[src/rtl/vga_pkg.sv]
// Shared pixel-domain definitions: frame-buffer geometry defaults, RGB444 field layout and the
// per-cycle BRAM slot decision used by the arbiter.
package vga_pkg;

  localparam int AW_DEFAULT       = 16;
  localparam int DW_DEFAULT       = 12;
  localparam int WF_DEPTH_DEFAULT = 4;

  localparam int RGB_R_MSB = 11;
  localparam int RGB_R_LSB = 8;
  localparam int RGB_G_MSB = 7;
  localparam int RGB_G_LSB = 4;
  localparam int RGB_B_MSB = 3;
  localparam int RGB_B_LSB = 0;

  typedef enum logic [1:0] {
    SLOT_IDLE  = 2'd0,
    SLOT_READ  = 2'd1,
    SLOT_WRITE = 2'd2
  } slot_t;

  // Display reads are real-time and always take the port; posted writes fill idle slots.
  function automatic slot_t pick_slot(input logic disp_req, input logic wf_empty);
    if (disp_req)
      return SLOT_READ;
    else if (!wf_empty)
      return SLOT_WRITE;
    else
      return SLOT_IDLE;
  endfunction

endpackage

[src/rtl/vram_wfifo.sv]
// Write-posting FIFO for draw requests: one-cycle push-to-head latency, full blocks pushes.
// Pointers carry an extra wrap bit so full and empty are distinguishable without a counter.
module vram_wfifo #(
  parameter int W     = 28,
  parameter int DEPTH = 4
) (
  input  logic                     clk,
  input  logic                     rst_n,
  input  logic                     push,
  input  logic [W-1:0]             push_dat,
  input  logic                     pop,
  output logic [W-1:0]             head_dat,
  output logic [$clog2(DEPTH):0]   level,
  output logic                     empty,
  output logic                     full
);

  localparam int PW = $clog2(DEPTH);

  logic [W-1:0] store [DEPTH];
  logic [PW:0]  wptr;
  logic [PW:0]  rptr;
  logic         do_push;
  logic         do_pop;

  assign level    = wptr - rptr;
  assign empty    = (wptr == rptr);
  assign full     = (level == (PW+1)'(DEPTH));
  assign do_push  = push & ~full;
  assign do_pop   = pop & ~empty;
  assign head_dat = store[rptr[PW-1:0]];

  always_ff @(posedge clk or negedge rst_n) begin
    if (!rst_n) begin
      wptr <= '0;
      rptr <= '0;
    end else begin
      if (do_push) wptr <= wptr + 1'b1;
      if (do_pop)  rptr <= rptr + 1'b1;
    end
  end

  always_ff @(posedge clk) begin
    if (do_push) store[wptr[PW-1:0]] <= push_dat;
  end

endmodule

[src/rtl/vram_arbiter.sv]
// Single-port frame-buffer arbiter: display reads always win, draw writes are posted and retired
// in idle slots. Read data returns a fixed 2 cycles after disp_req; draw sees backpressure only when full.
module vram_arbiter
  import vga_pkg::*;
#(
  parameter int AW       = AW_DEFAULT,
  parameter int DW       = DW_DEFAULT,
  parameter int WF_DEPTH = WF_DEPTH_DEFAULT
) (
  input  logic                      clk,
  input  logic                      cpu_resetn,
  input  logic                      disp_req,
  input  logic [AW-1:0]             disp_addr,
  output logic                      disp_valid,
  output logic [DW-1:0]             disp_data,
  input  logic                      draw_valid,
  output logic                      draw_ready,
  input  logic [AW-1:0]             draw_addr,
  input  logic [DW-1:0]             draw_data,
  output logic                      mem_en,
  output logic                      mem_we,
  output logic [AW-1:0]             mem_addr,
  output logic [DW-1:0]             mem_wdata,
  input  logic [DW-1:0]             mem_rdata,
  output logic                      wf_empty,
  output logic [$clog2(WF_DEPTH):0] wf_level
);

  typedef struct packed {
    logic [AW-1:0] addr;
    logic [DW-1:0] data;
  } wreq_t;

  wreq_t         push_req;
  wreq_t         head;
  slot_t         slot;
  logic          wf_full;
  logic          push;
  logic          pop;
  logic [1:0]    rd_tag;
  logic [DW-1:0] disp_hold;

  assign push_req   = '{addr: draw_addr, data: draw_data};
  assign draw_ready = ~wf_full;
  assign push       = draw_valid & draw_ready;

  always_comb slot = pick_slot(disp_req, wf_empty);

  assign pop = (slot == SLOT_WRITE);

  vram_wfifo #(
    .W     ($bits(wreq_t)),
    .DEPTH (WF_DEPTH)
  ) u_wfifo (
    .clk      (clk),
    .rst_n    (cpu_resetn),
    .push     (push),
    .push_dat (push_req),
    .pop      (pop),
    .head_dat (head),
    .level    (wf_level),
    .empty    (wf_empty),
    .full     (wf_full)
  );

  // Idle slots keep address/data stable to avoid needless toggling on the BRAM port.
  always_ff @(posedge clk or negedge cpu_resetn) begin
    if (!cpu_resetn) begin
      mem_en    <= 1'b0;
      mem_we    <= 1'b0;
      mem_addr  <= '0;
      mem_wdata <= '0;
    end else begin
      case (slot)
        SLOT_READ: begin
          mem_en   <= 1'b1;
          mem_we   <= 1'b0;
          mem_addr <= disp_addr;
        end
        SLOT_WRITE: begin
          mem_en    <= 1'b1;
          mem_we    <= 1'b1;
          mem_addr  <= head.addr;
          mem_wdata <= head.data;
        end
        default: begin
          mem_en <= 1'b0;
          mem_we <= 1'b0;
        end
      endcase
    end
  end

  always_ff @(posedge clk or negedge cpu_resetn) begin
    if (!cpu_resetn) begin
      rd_tag    <= 2'b00;
      disp_hold <= '0;
    end else begin
      rd_tag <= {rd_tag[0], slot == SLOT_READ};
      if (rd_tag[1]) disp_hold <= mem_rdata;
    end
  end

  assign disp_valid = rd_tag[1];
  assign disp_data  = rd_tag[1] ? mem_rdata : disp_hold;

endmodule

[config.mk]
export PLATFORM = sky130hd
export DESIGN_NAME = vram_arbiter
export DESIGN_NICKNAME = d
export VERILOG_FILES = /design/src/rtl/vga_pkg.sv /design/src/rtl/vram_wfifo.sv /design/src/rtl/vram_arbiter.sv
export SDC_FILE = /design/constraint.sdc
export NUM_CORES = 1
export LEC_CHECK = 0
export ABC_CLOCK_PERIOD_IN_PS = 3000
export CORE_ASPECT_RATIO = 1.5
export CORE_UTILIZATION = 30
export CTS_CLUSTER_DIAMETER = 50
export DETAILED_ROUTE_END_ITERATION = 6
export PLACE_DENSITY = 0.53
export RECOVER_POWER = 100
export SLEW_MARGIN = 20
export SYNTH_ARGS = -nofsm -noshare
export SYNTH_HDL_FRONTEND = slang
export SYNTH_SLANG_ARGS = --single-unit
[constraint.sdc]
create_clock -name clk -period 3 [get_ports clk]
set_input_delay 0.6 -clock clk [delete_from_list [all_inputs] [get_ports clk]]
set_output_delay 0.6 -clock clk [all_outputs]
set_load 0.03 [all_outputs]
**Yosys cells after proc, flatten, opt, wreduce, memory -nomap -nowiden**

Memory sizes are Yosys's and may differ from the RTL's.
Cells that the tools add are included.

- Bitwise logic cells: 5
- Add/subtract/negate cells: 3
- Reduce and logical (&&, ||, !) cells: 2
- Eq/ne operators: 4
- Mux-type cells: 8

Operators by type and width:

| kind | count |
|---|---|
| $pmux W16 S2 | 1 |
| $mux W12 | 1 |
| $add A3 B1 Y3 const B | 2 |
| $mux W1 | 4 |
| $mux W2 | 2 |
| $and A1 B1 Y1 | 3 |
| $eq A3 B3 Y1 | 1 |
| $eq A3 B3 Y1 const B | 1 |
| $sub A3 B3 Y3 | 1 |
| $eq A2 B1 Y1 const B | 1 |
| $eq A2 B2 Y1 const B | 1 |
| $not A1 Y1 | 2 |
| $reduce_bool A2 Y1 | 1 |
| $reduce_or A2 Y1 | 1 |

- Output and inout port bits: 48
- Bits in registers: 50
- Logic and storage cells: 31
- Bits of input ports: 60
- Memories kept: 1
- RAM bits: 112

Memory list:

| memory | words | bits a word | rd ports | clocked after Yosys merged registers in | wr ports | line | RTL |
|---|---|---|---|---|---|---|---|
| u_wfifo.store | 4 | 28 | 1 | 0 | 1 | vram_wfifo.sv:20 | `logic [W-1:0] store [DEPTH];` |

**Depth between registers and ports, before layout**

Gate-level depths: netlist of the first run.

- Depth after elaboration: 7
- Gate-level depth with buffers: 7
- Depth with buffers taken out: 6

**Modules after synthesis**

Synthesis of the first run repeated with hierarchy kept, for this count alone.

- Cell total of the unflattened synthesis: 319
- Area, all modules: 6316.1 um2

By module, submodules not included:

| module | cells each | times used | area each (um2) | seq. area each (um2) |
|---|---|---|---|---|
| vram_wfifo | 190 | 1 | 4500.6 | 3513.4 |
| vram_arbiter | 129 | 1 | 1815.5 | 1101.1 |

**Worst setup path before layout of the first run**

Ideal clock, no wire load.

- Path kind: register to register
- From: register u_wfifo.wptr[0]
- To: memory u_wfifo.store[0][0], enable pin
- Stages on the path, launching flop included: 7
- Path slack: 251 ps
- Arrival: 2362 ps
- Period minus slack after synthesis: 2749 ps
- Path buffers: 0
- Path through: dfrtp_1 inv_1 ha_1 fa_1 xor3_2 a21boi_4 and2_1

- Word-level cells in the longest chain between the ends: 7

Ends and longest elaborated chain:

| element | line | RTL |
|---|---|---|
| start, declared | vram_wfifo.sv:21 | `logic [PW:0] wptr;` |
| start signal, assigned | vram_wfifo.sv:38 | `if (do_push) wptr <= wptr + 1'b1;` |
| $sub A3 B3 Y3 (*) | vram_wfifo.sv:26 | `assign level = wptr - rptr;` |
| via wf_level[2] | vram_arbiter.sv:26 | `output logic [$clog2(WF_DEPTH):0] wf_level` |
| $eq A3 B3 Y1 (*) | vram_wfifo.sv:28 | `assign full = (level == (PW+1)'(DEPTH));` |
| $not A1 Y1 (*) | vram_wfifo.sv:29, vram_arbiter.sv:44 |  |
| $and A1 B1 Y1 | vram_arbiter.sv:45 | `assign push = draw_valid & draw_ready;` |
| $and A1 B1 Y1 (*) | vram_wfifo.sv:29 | `assign do_push = push & ~full;` |
| $mux W1 (*) | vram_wfifo.sv:44 | `if (do_push) store[wptr[PW-1:0]] <= push_dat;` |
| $mux W1 (implied by the code) (*) | vram_wfifo.sv:44 |  |
| end, declared | vram_wfifo.sv:20 |  |

Mark *: on every way through the listed nets, which the timed path passes. The rest lies on a longest branch.

**Worst setup path in the final report of the first run**

- From: register u_wfifo.wptr[0]
- To: output port wf_level[2]

- Word-level cells in the longest chain between the ends: 1

Ends and longest elaborated chain:

| element | line |
|---|---|
| $sub A3 B3 Y3 | vram_wfifo.sv:26 |
| end, declared | vram_arbiter.sv:26 |

Every way passes these cells.

==> results of run 1 <==
## area by class of cell
class	count	area, um2
clock inverters	9	63.81
multi-input cells	117	1496
repair buffers	119	1130
inverters	6	22.52
fillers	1868	12170
flip-flops and latches	162	4617
clock buffers	23	510.5
well taps	264	330.3
## layout by cell type, fill, tap and decap left out, types with 2 or more instances in the layout
master	synthesis	routed
dfrtp_2	0	2
a221o_1	16	16
clkbuf_16	0	19
dfrtp_1	50	48
clkbuf_4	0	4
and2_2	0	4
and2_1	21	17
inv_6	0	3
dlygate4sd3_1	0	72
mux2_1	3	12
clkbuf_2	0	2
xnor2_1	3	3
ha_1	7	7
edfxtp_1	112	112
clkbuf_1	6	9
nand2_1	4	4
clkbuf_8	0	2
clkdlybuf4s50_1	0	30
mux2_2	22	13
buf_4	1	3
mux4_2	28	28
inv_1	6	6
clkinv_2	0	3
## power by group through the flow
| stage | registers, W | logic (W) | clock network [W] |
|---|---|---|---|
| floorplan | 0.00375 | 0.00175 | 0 |
| global placement | 0.00335 | 0.00354 | 0 |
| detailed placement | 0.00339 | 0.00358 | 0 |
| CTS | 0.00335 | 0.00358 | 0.00213 |
| global route | 0.00340 | 0.00337 | 0.00221 |
| finish | 0.00333 | 0.00314 | 0.00207 |
## through the flow
step	cells	area (um2)	hold WS (ns)	total power [W]
2_1_floorplan	299	6218	0.3044	0.005497
3_3_place_gp	668	7704	0.3318	0.006891
3_5_place_dp	668	7704	0.3347	0.006966
4_1_cts	700	8278	0.03047	0.009067
5_1_grt	700	8170	0.2016	0.008986
6_report	700	8170	0.1647	0.008548
## cells by family (layout without fill, tap and decap cells)
family	Yosys count	after routing	synth area share
XOR/XNOR	6	6	0.01227
AO/OA/AOI/OAI	20	20	0.03259
adder cells (fa/ha/maj)	8	8	0.01730
flip-flops	162	162	0.7421
buffers and inverters	20	157	0.01891
multiplexers	54	54	0.1491
AND/OR/NAND/NOR	29	29	0.02777
## synth_stat cells (3+ instances only)
master	number	area [um2]
a221o_1	16	160.2
xnor2_1	3	26.28
and2_1	21	131.4
edfxtp_1	112	3363
clkbuf_1	6	22.52
inv_1	6	22.52
mux2_2	22	247.7
buf_6	5	56.30
mux2_1	3	33.78
dfrtp_1	50	1251
ha_1	7	87.58
nand2_1	4	15.01
mux4_2	28	630.6
## what timing repair did
action / CTS / global route
endpoints found under the setup margin: 0 / 1
resized for setup: 0 / 1
endpoints found under the hold margin: 0 / 0
## worst max-delay path: stages (launching register included)
cell and delay (ns):
dfrtp_1 0.37, inv_1 0.11, ha_1 0.21, fa_1 0.42
xor3_1 0.31, clkbuf_1 0.37
## sequential cells by signal (all words and copies together) (netlist names)
| register | cells |
|---|---|
| u_wfifo.rptr | 3 |
| mem_wdata | 12 |
| mem_en | 1 |
| rd_tag | 2 |
| u_wfifo.store | 112 |
| u_wfifo.wptr | 3 |
| mem_addr | 16 |
| disp_hold | 12 |
| mem_we | 1 |
## worst paths after layout
kind                                             startpoint                              to  slack, ns
worst min register to register          rd_tag[0]$_DFF_PN0_             rd_tag[1]$_DFF_PN0_       0.35
worst min-delay path                             cpu_resetn       mem_wdata[11]$_DFFE_PN0P_       0.16
max in group asynchronous                        cpu_resetn        mem_addr[10]$_DFFE_PN0P_       0.84
min in group clk                        rd_tag[0]$_DFF_PN0_             rd_tag[1]$_DFF_PN0_       0.35
worst max-delay path            u_wfifo.wptr[0]$_DFFE_PN0P_                     wf_level[2]       0.20
worst max register to register  u_wfifo.wptr[0]$_DFFE_PN0P_  u_wfifo.store[1][21]$_DFFE_PP_       0.31
## per-layer routing
metal,GRT usage,share of wire,vias to the layer above
li1,-,-,1432
met5,0,0.00085,-
met1,0.1462,0.40,1628
met2,0.2331,0.54,80
met4,0.05729,0.015,2
met3,0.03293,0.043,17
==> flow_metrics.py, run 1 <==
metrics = {
    "clock_network": {
        "cts_tree": "built",
        "clock_sinks": 162,
        "cts_buffers": 17,
        "postCtsHoldBufs": 0,
        "cts_setup_buffers": 0,
        "root_buffer": "clkbuf_16",
        "clkTransAtPathRegs_ns": 0.06,
        "cts-htree-levels": 4,
        "clock_latency_ns": 0.42,
        "cts_max_path_buffers": 2,
    },
    "routing": {
        "post_drt_via_cell_ratio": 4.513,
        "drtAntennaViolNets": 0,
        "drt_iter0_drc": 132,
        "routed_wl_mm": 13.00,
        "first_pass_iters": 4,
        "wl_per_cell_um": 18.57,
        "drcViolationCount": 0,
        "vias": 3159,
    },
    "sta": {
        "period_share": 0.9341,
        "timing.fmax_mhz": 356.9,
        "maxSlewHeadroom": -0.1393,
        "finalHoldViolCount": 0,
        "min_period_ns": 2.802,
        "maxSlewViolCount": 32,
        "tightest_slew_ns": 1.709,
        "fin_setup_tns_ns": 0,
        "setup_viol": 0,
        "skew_ns": 0.01183,
        "setup_ws_ns": 0.1978,
        "rsz0062_at_grt": "no",
    },
    "setup_path": {
        "cp-end-kind": "output port",
        "critPathLaunchType": "flip-flop",
        "crit_type": "flip-flop to output port",
        "crit_fanout": 4,
        "rr_worst_depth": 7,
        "arrival_ns": 2.20,
        "crit_required_ns": 2.40,
    },
    "power_and_ir_drop": {
        "switching_share": 0.3416,
        "peakVddDrop_uv": 511.6,
        "power.switching_w": 0.002920,
        "p_leak_nw": 2.926,
        "power_frac_comb": 0.368,
        "intPower_w": 0.005628,
        "clkPwrFrac": 0.242,
        "seq_power_share": 0.390,
        "p_per_area_mw_per_mm2": 1046,
    },
    "placement": {
        "dpl.hpwl_mm": 8.525,
        "gp_congestion": 0.6521,
        "io_buffers": 107,
        "place_ws_ns": 0.4652,
    },
    "logic_synthesis": {
        "ys_types": 29,
        "yosys_warnings": 0,
        "synth_cells": 299,
        "syn_area_mm2": 0.006218,
        "synth_enable_flop_cells": 112,
        "synth-seq-cells": 162,
        "seq_area_frac_synth": 0.7421,
        "synth-main-ff-cell": "edfxtp_1",
        "synth_nets": 367,
        "async_flop_share": 0.3086,
        "avgSynthCellArea_um2": 20.80,
    },
    "floorplanning": {
        "rows": 64,
        "start_util": 0.3057,
        "dieWidth_um": 119.6,
        "die_area_mm2": 0.02132,
        "die_h_um": 178.3,
        "io_pins": 108,
        "core_mm2": 0.02034,
    },
    "final_layout": {
        "diodes": 0,
        "nNetsFinal": 491,
        "final_core_util": 0.4017,
        "drive_gt1_frac": 0.2110,
        "syn_to_final_growth_pct": 31.39,
    },
    "global_routing": {
        "grt_pass1_vias": 3520,
        "grt-ovfl-total": 0,
        "grt_pass1_wl_mm": 20.00,
        "grt_max_degree": 32,
        "antenna_found_initial": 1,
        "track_usage": 0.1305,
    },
    "outcome": {
        "outcome": "complete, but fails checks",
        "violations": "capacitance limit, slew limit",
    },
    "flow_run": {
        "max-cap-violations": 1,
    },
    "worst_hold_path": {
        "min_path_type": "input port to asynchronous set/reset pin",
    },
}
Power figures use the tool's default switching activity.
==> run 2, diff against run 1 <==
--- a/config.mk
+++ b/config.mk
@@ -7,6 +7,7 @@
 export LEC_CHECK = 0
 export ABC_CLOCK_PERIOD_IN_PS = 3000
 export CORE_ASPECT_RATIO = 1.5
+export CORE_MARGIN = 4
 export CORE_UTILIZATION = 30
 export CTS_CLUSTER_DIAMETER = 50
 export DETAILED_ROUTE_END_ITERATION = 6
==> run 2 against run 1 <==
Effect of this change:
- the run now ends clean
- routed wire length rose by 2.7%
- sequential cell count did not move
- final cell count rose by 0.71%
- clock skew fell by 0.0027 ns
- sequential share of layout area fell by 0.25 points
- clock-buffer cell count rose by 1
- first-iteration DRC count fell by 16%
- global-route usage fell by 1.1 points
- clock power rose by 5%
- non-clock buffer count rose by 4
- worst setup slack got worse by 0.0054 ns
- register-to-register slack got worse by 0.11 ns
- critical path type unchanged
==> flow_metrics.py, run 2 (synthesis results as in run 1) <==
metrics = {
    "routing": {
        "first_pass_iters": 4,
        "wl_per_cell_um": 18.94,
        "routed_wl_mm": 13.35,
        "post_drt_via_cell_ratio": 4.528,
        "drcViolationCount": 0,
        "vias": 3192,
        "drtAntennaViolNets": 0,
        "drt_iter0_drc": 111,
    },
    "final_layout": {
        "layout_commonest_cell": "edfxtp_1",
        "largest_reg_flops": 112,
        "nFillCells": 1818,
        "nNetsFinal": 495,
        "design_area_mm2": 0.008207,
        "syn_to_final_growth_pct": 31.97,
        "final_cell_mix": "edfxtp_1, dlygate4sd3_1, dfrtp_1",
        "drive_gt1_frac": 0.2091,
    },
    "clock_network": {
        "cts_buffers": 17,
        "clock_sinks": 162,
        "cts-htree-levels": 4,
        "clkTransAtPathRegs_ns": 0.07,
        "postCtsHoldBufs": 0,
        "clock_latency_ns": 0.42,
        "cts_setup_buffers": 0,
        "cts_tree": "built",
        "cts_max_path_buffers": 2,
        "root_buffer": "clkbuf_16",
    },
    "setup_path": {
        "crit_cells": 6,
        "crit_end": "draw_ready",
        "critPathLaunch": "u_wfifo.wptr[0]$_DFFE_PN0P_",
        "cp_slowest_cell": "fa_1",
        "crit_buf_inv": 2,
        "crit_required_ns": 2.40,
        "arrival_ns": 2.21,
        "r2r_start": "u_wfifo.wptr[0]$_DFFE_PN0P_",
        "cpLargestDelayFamily": "adder cells",
        "crit_chain": "inv_1 > ha_1 > fa_1 > and2_0 > nand2_1 > buf_2",
        "critPathLaunchType": "flip-flop",
        "r2r-end": "u_wfifo.store[0][26]$_DFFE_PP_",
        "rrSetupSlack_ns": 0.20,
        "crit_type": "flip-flop to output port",
        "crit_fanout": 4,
        "rr_worst_depth": 7,
        "cpPeakStageDelay_ns": 0.50,
        "cp-end-kind": "output port",
    },
    "flow_run": {
        "max-cap-violations": 0,
    },
    "sta": {
        "setup_ws_ns": 0.1924,
        "setup_viol": 0,
        "tightest_slew_ns": 1.458,
        "finalHoldViolCount": 0,
        "fin_setup_tns_ns": 0,
        "rsz0062_at_grt": "no",
        "maxSlewViolCount": 0,
        "skew_ns": 0.009120,
        "period_share": 0.9359,
        "min_period_ns": 2.808,
        "maxSlewHeadroom": 0.02784,
        "timing.fmax_mhz": 356.2,
    },
    "floorplanning": {
        "start_util": 0.3045,
        "io_pins": 108,
        "core_mm2": 0.02042,
        "die_h_um": 184.3,
        "rows": 64,
        "dieWidth_um": 125.6,
        "die_area_mm2": 0.02314,
    },
    "placement": {
        "gp_congestion": 0.6889,
        "dpl.hpwl_mm": 8.992,
        "place_area_mm2": 0.007667,
        "io_buffers": 107,
        "place_ws_ns": 0.4474,
    },
    "outcome": {
        "outcome": "finished clean",
    },
    "power_and_ir_drop": {
        "p_leak_nw": 2.951,
        "peakVddDrop_uv": 396.8,
        "p_per_area_mw_per_mm2": 1058,
    },
    "global_routing": {
        "grt_max_degree": 31,
        "grt_pass1_wl_mm": 20.51,
        "track_usage": 0.1196,
        "antenna_found_initial": 1,
        "grt_pass1_vias": 3502,
        "grt-ovfl-total": 0,
    },
    "worst_hold_path": {
        "min_path_type": "flip-flop to flip-flop",
    },
}
run 2: cell types whose count changed in the layout (fill, tap and decap cells not counted), sizes merged:
cell         before  now
clkbuf           36   40
dlygate4sd3      72   73
diode             0    1
clkinvlp          1    0
bufinv            0    1
clkinv            4    3
run 2: how the worst min path moves through the flow:
stage          slack [ns]  depth (start not counted)                 endpoint                 from
2_1_floorplan        0.30                          0   disp_hold[0]$_DFF_PN0_           cpu_resetn
3_3_place_gp         0.33                          0      rd_tag[1]$_DFF_PN0_  rd_tag[0]$_DFF_PN0_
3_5_place_dp         0.34                          0      rd_tag[1]$_DFF_PN0_  rd_tag[0]$_DFF_PN0_
4_1_cts              0.20                          1  mem_addr[2]$_DFFE_PN0P_           cpu_resetn
5_1_grt              0.36                          0      rd_tag[1]$_DFF_PN0_  rd_tag[0]$_DFF_PN0_
6_report             0.35                          0      rd_tag[1]$_DFF_PN0_  rd_tag[0]$_DFF_PN0_
run 2: report_power, final:
| part | internal, W | total, W | switching [W] | leakage [nW] |
|---|---|---|---|---|
| logic | 0.00135 | 0.00315 | 0.00180 | 1.04 |
| clock network | 0.00133 | 0.00218 | 0.000852 | 0.302 |
| registers | 0.00310 | 0.00335 | 0.000251 | 1.61 |
| total | 0.00578 | 0.00868 | 0.00290 | 2.95 |
run 2: timing repair:
action / CTS / global route
endpoints found under the hold margin: 0 / 0
resized for setup: 0 / 1
endpoints found under the setup margin: 0 / 1
run 2: layout make-up:
class                      instances  area, um2  area share
inverter                           6      22.52    0.002744
antenna                            1      2.502   0.0003049
tap                              264      330.3     0.04025
timing repair buffer             123       1141      0.1390
multi-input combinational        117       1483      0.1807
sequential                       162       4617      0.5626
clock inverter                     8      85.08     0.01037
clock buffer                      24      525.5     0.06403
run 2: metal layers:
| metal | wire length, um | track usage | part of all wire |
|---|---|---|---|
| met5 | 0 | 0 | 0 |
| met4 | 195 | 0.04167 | 0.015 |
| met3 | 577 | 0.03276 | 0.043 |
| met2 | 7344 | 0.2216 | 0.55 |
| met1 | 5237 | 0.1311 | 0.39 |
run 2: metrics by stage:
step           utilization  hold WS, ns  total power [W]  std cells
2_1_floorplan            -       0.3044         0.005497        299
4_1_cts             0.4054       0.1966         0.009118        704
3_3_place_gp        0.3755       0.3333         0.006849        672
5_1_grt             0.4018       0.3610         0.009177        704
6_report            0.4019       0.3506         0.008685        705
3_5_place_dp        0.3755       0.3410         0.006906        672
==> run 3, diff against run 2 <==
--- a/config.mk
+++ b/config.mk
@@ -11,6 +11,7 @@
 export CORE_UTILIZATION = 30
 export CTS_CLUSTER_DIAMETER = 50
 export DETAILED_ROUTE_END_ITERATION = 6
+export MAX_ROUTING_LAYER = met4
 export PLACE_DENSITY = 0.53
 export RECOVER_POWER = 100
 export SLEW_MARGIN = 20
==> run 3 against run 2 <==
Effect of this change:
- clock skew is essentially flat
- largest power group unchanged
- core utilization about the same
- hold slack hardly changed
- combinational power about the same
- final cell count up 0.14%
- critical path type unchanged
- via count grew 0.41%
- clock-buffer cell count did not move
- sequential cell count stayed put
- sequential power is essentially flat
==> flow_metrics.py, run 3 (synthesis results as in run 1) <==
metrics = {
    "outcome": {
        "outcome": "finished clean",
    },
    "power_and_ir_drop": {
        "p_leak_nw": 2.951,
        "p_per_area_mw_per_mm2": 1058,
        "peakVddDrop_uv": 396.3,
        "seq_power_share": 0.386,
        "power.switching_w": 0.002906,
        "p_total_w": 0.008688,
        "clkPwrFrac": 0.251,
        "intPower_w": 0.005782,
        "power_frac_comb": 0.363,
        "switching_share": 0.3345,
    },
    "sta": {
        "maxSlewHeadroom": 0.03969,
        "min_period_ns": 2.819,
        "maxSlewViolCount": 0,
        "skew_ns": 0.008929,
        "finalHoldViolCount": 0,
        "setup_viol": 0,
        "fin_setup_tns_ns": 0,
        "rsz0062_at_grt": "no",
        "tightest_slew_ns": 1.440,
        "period_share": 0.9396,
        "timing.fmax_mhz": 354.8,
    },
    "clock_network": {
        "cts_buffers": 17,
        "root_buffer": "clkbuf_16",
        "clkTransAtPathRegs_ns": 0.07,
        "clock_latency_ns": 0.42,
        "postCtsHoldBufs": 0,
        "cts_tree": "built",
        "cts_max_path_buffers": 2,
        "clock_sinks": 162,
        "cts-htree-levels": 4,
    },
    "floorplanning": {
        "core_mm2": 0.02042,
        "start_util": 0.3045,
        "rows": 64,
        "io_pins": 108,
        "die_area_mm2": 0.02314,
        "dieWidth_um": 125.6,
        "die_h_um": 184.3,
    },
    "setup_path": {
        "arrival_ns": 2.22,
        "crit_fanout": 4,
        "critPathLaunchType": "flip-flop",
        "crit_required_ns": 2.40,
        "crit_type": "flip-flop to output port",
        "cp-end-kind": "output port",
    },
    "global_routing": {
        "grt_max_degree": 31,
        "track_usage": 0.1234,
        "grt_pass1_wl_mm": 20.52,
        "grt-ovfl-total": 0,
        "grt_pass1_vias": 3501,
        "antenna_found_initial": 2,
    },
    "routing": {
        "drcViolationCount": 0,
        "routed_wl_mm": 13.35,
        "first_pass_iters": 4,
        "drt_iter0_drc": 138,
        "post_drt_via_cell_ratio": 4.540,
        "vias": 3205,
        "drtAntennaViolNets": 0,
        "wl_per_cell_um": 18.91,
    },
    "final_layout": {
        "syn_to_final_growth_pct": 32.01,
        "regArea_mm2": 0.004617,
        "design_area_mm2": 0.008209,
        "multiInputGateArea_mm2": 0.001483,
        "drive_gt1_frac": 0.2091,
        "nFillCells": 1819,
        "nNetsFinal": 495,
        "final_cell_mix": "edfxtp_1, dlygate4sd3_1, dfrtp_1",
        "final_core_util": 0.4020,
        "largest_reg_flops": 112,
        "layout_commonest_cell": "edfxtp_1",
    },
    "placement": {
        "gp_congestion": 0.6967,
        "dpl.hpwl_mm": 8.992,
        "place_area_mm2": 0.007667,
        "io_buffers": 107,
    },
    "flow_run": {
        "max-cap-violations": 0,
    },
    "worst_hold_path": {
        "min_path_type": "flip-flop to flip-flop",
    },
}
==> run 3: layer usage <==
layer,track usage,part of all wire,up-vias,wire [um]
li1,-,-,1445,-
met1,0.1313,0.40,1669,5284
met2,0.2214,0.55,81,7307
met3,0.03334,0.042,10,561
met4,0.04167,0.015,0,195
met5,-,0,-,0
==> run 3: layout make-up <==
type,count,area share
inverters,6,0.002743
diodes,2,0.0006097
multi-input cells,117,0.1806
clock buffers,24,0.06401
repair buffers,123,0.1390
clock inverters,8,0.01036
flip-flops and latches,162,0.5624
well taps,264,0.04024
==> run 3: per-stage QoR <==
step	setup slack, ns	cells	hold slack (ns)
final	0.1811	706	0.3506
after global placement	0.4935	672	0.3333
after detailed placement	0.4474	672	0.3410
after floorplan	0.2510	299	0.3044
after global routing	0.04556	706	0.3610
after CTS	0.02740	704	0.1966
==> run 3: worst paths after layout <==
check | from | end | slack (ns) | cells past startpoint
max in group asynchronous | cpu_resetn | u_wfifo.rptr[0]$_DFFE_PN0P_ | 0.96 | 2
hold / removal | rd_tag[0]$_DFF_PN0_ | rd_tag[1]$_DFF_PN0_ | 0.35 | 0
min in group asynchronous | cpu_resetn | mem_addr[1]$_DFFE_PN0P_ | 0.51 | 1
hold reg to reg | rd_tag[0]$_DFF_PN0_ | rd_tag[1]$_DFF_PN0_ | 0.35 | 0
setup reg to reg | u_wfifo.wptr[0]$_DFFE_PN0P_ | u_wfifo.store[2][22]$_DFFE_PP_ | 0.20 | 7
setup / recovery | u_wfifo.wptr[0]$_DFFE_PN0P_ | draw_ready | 0.18 | 6
==> run 3: critical path: stages, from the launching register on <==
cell     delay [ns]
dfrtp_1        0.39
inv_1          0.12
ha_1           0.21
fa_1           0.50
and2_0         0.31
nand2_1        0.09
buf_2          0.18
==> run 3: timing repair <==
| action | 4_1_cts | 5_1_grt |
|---|---|---|
| endpoints found under the setup margin | 0 | 1 |
| gates resized for setup | 0 | 1 |
| endpoints found under the hold margin | 0 | 0 |
| setup buffers | 0 | 0 |
==> run 3: power groups by stage <==
stage          clock network, W  logic (W)  registers (W)
2_1_floorplan                 0    0.00175        0.00375
3_3_place_gp                  0    0.00348        0.00337
3_5_place_dp                  0    0.00349        0.00342
4_1_cts                 0.00225    0.00350        0.00337
5_1_grt                 0.00234    0.00341        0.00342
6_report                0.00218    0.00315        0.00336
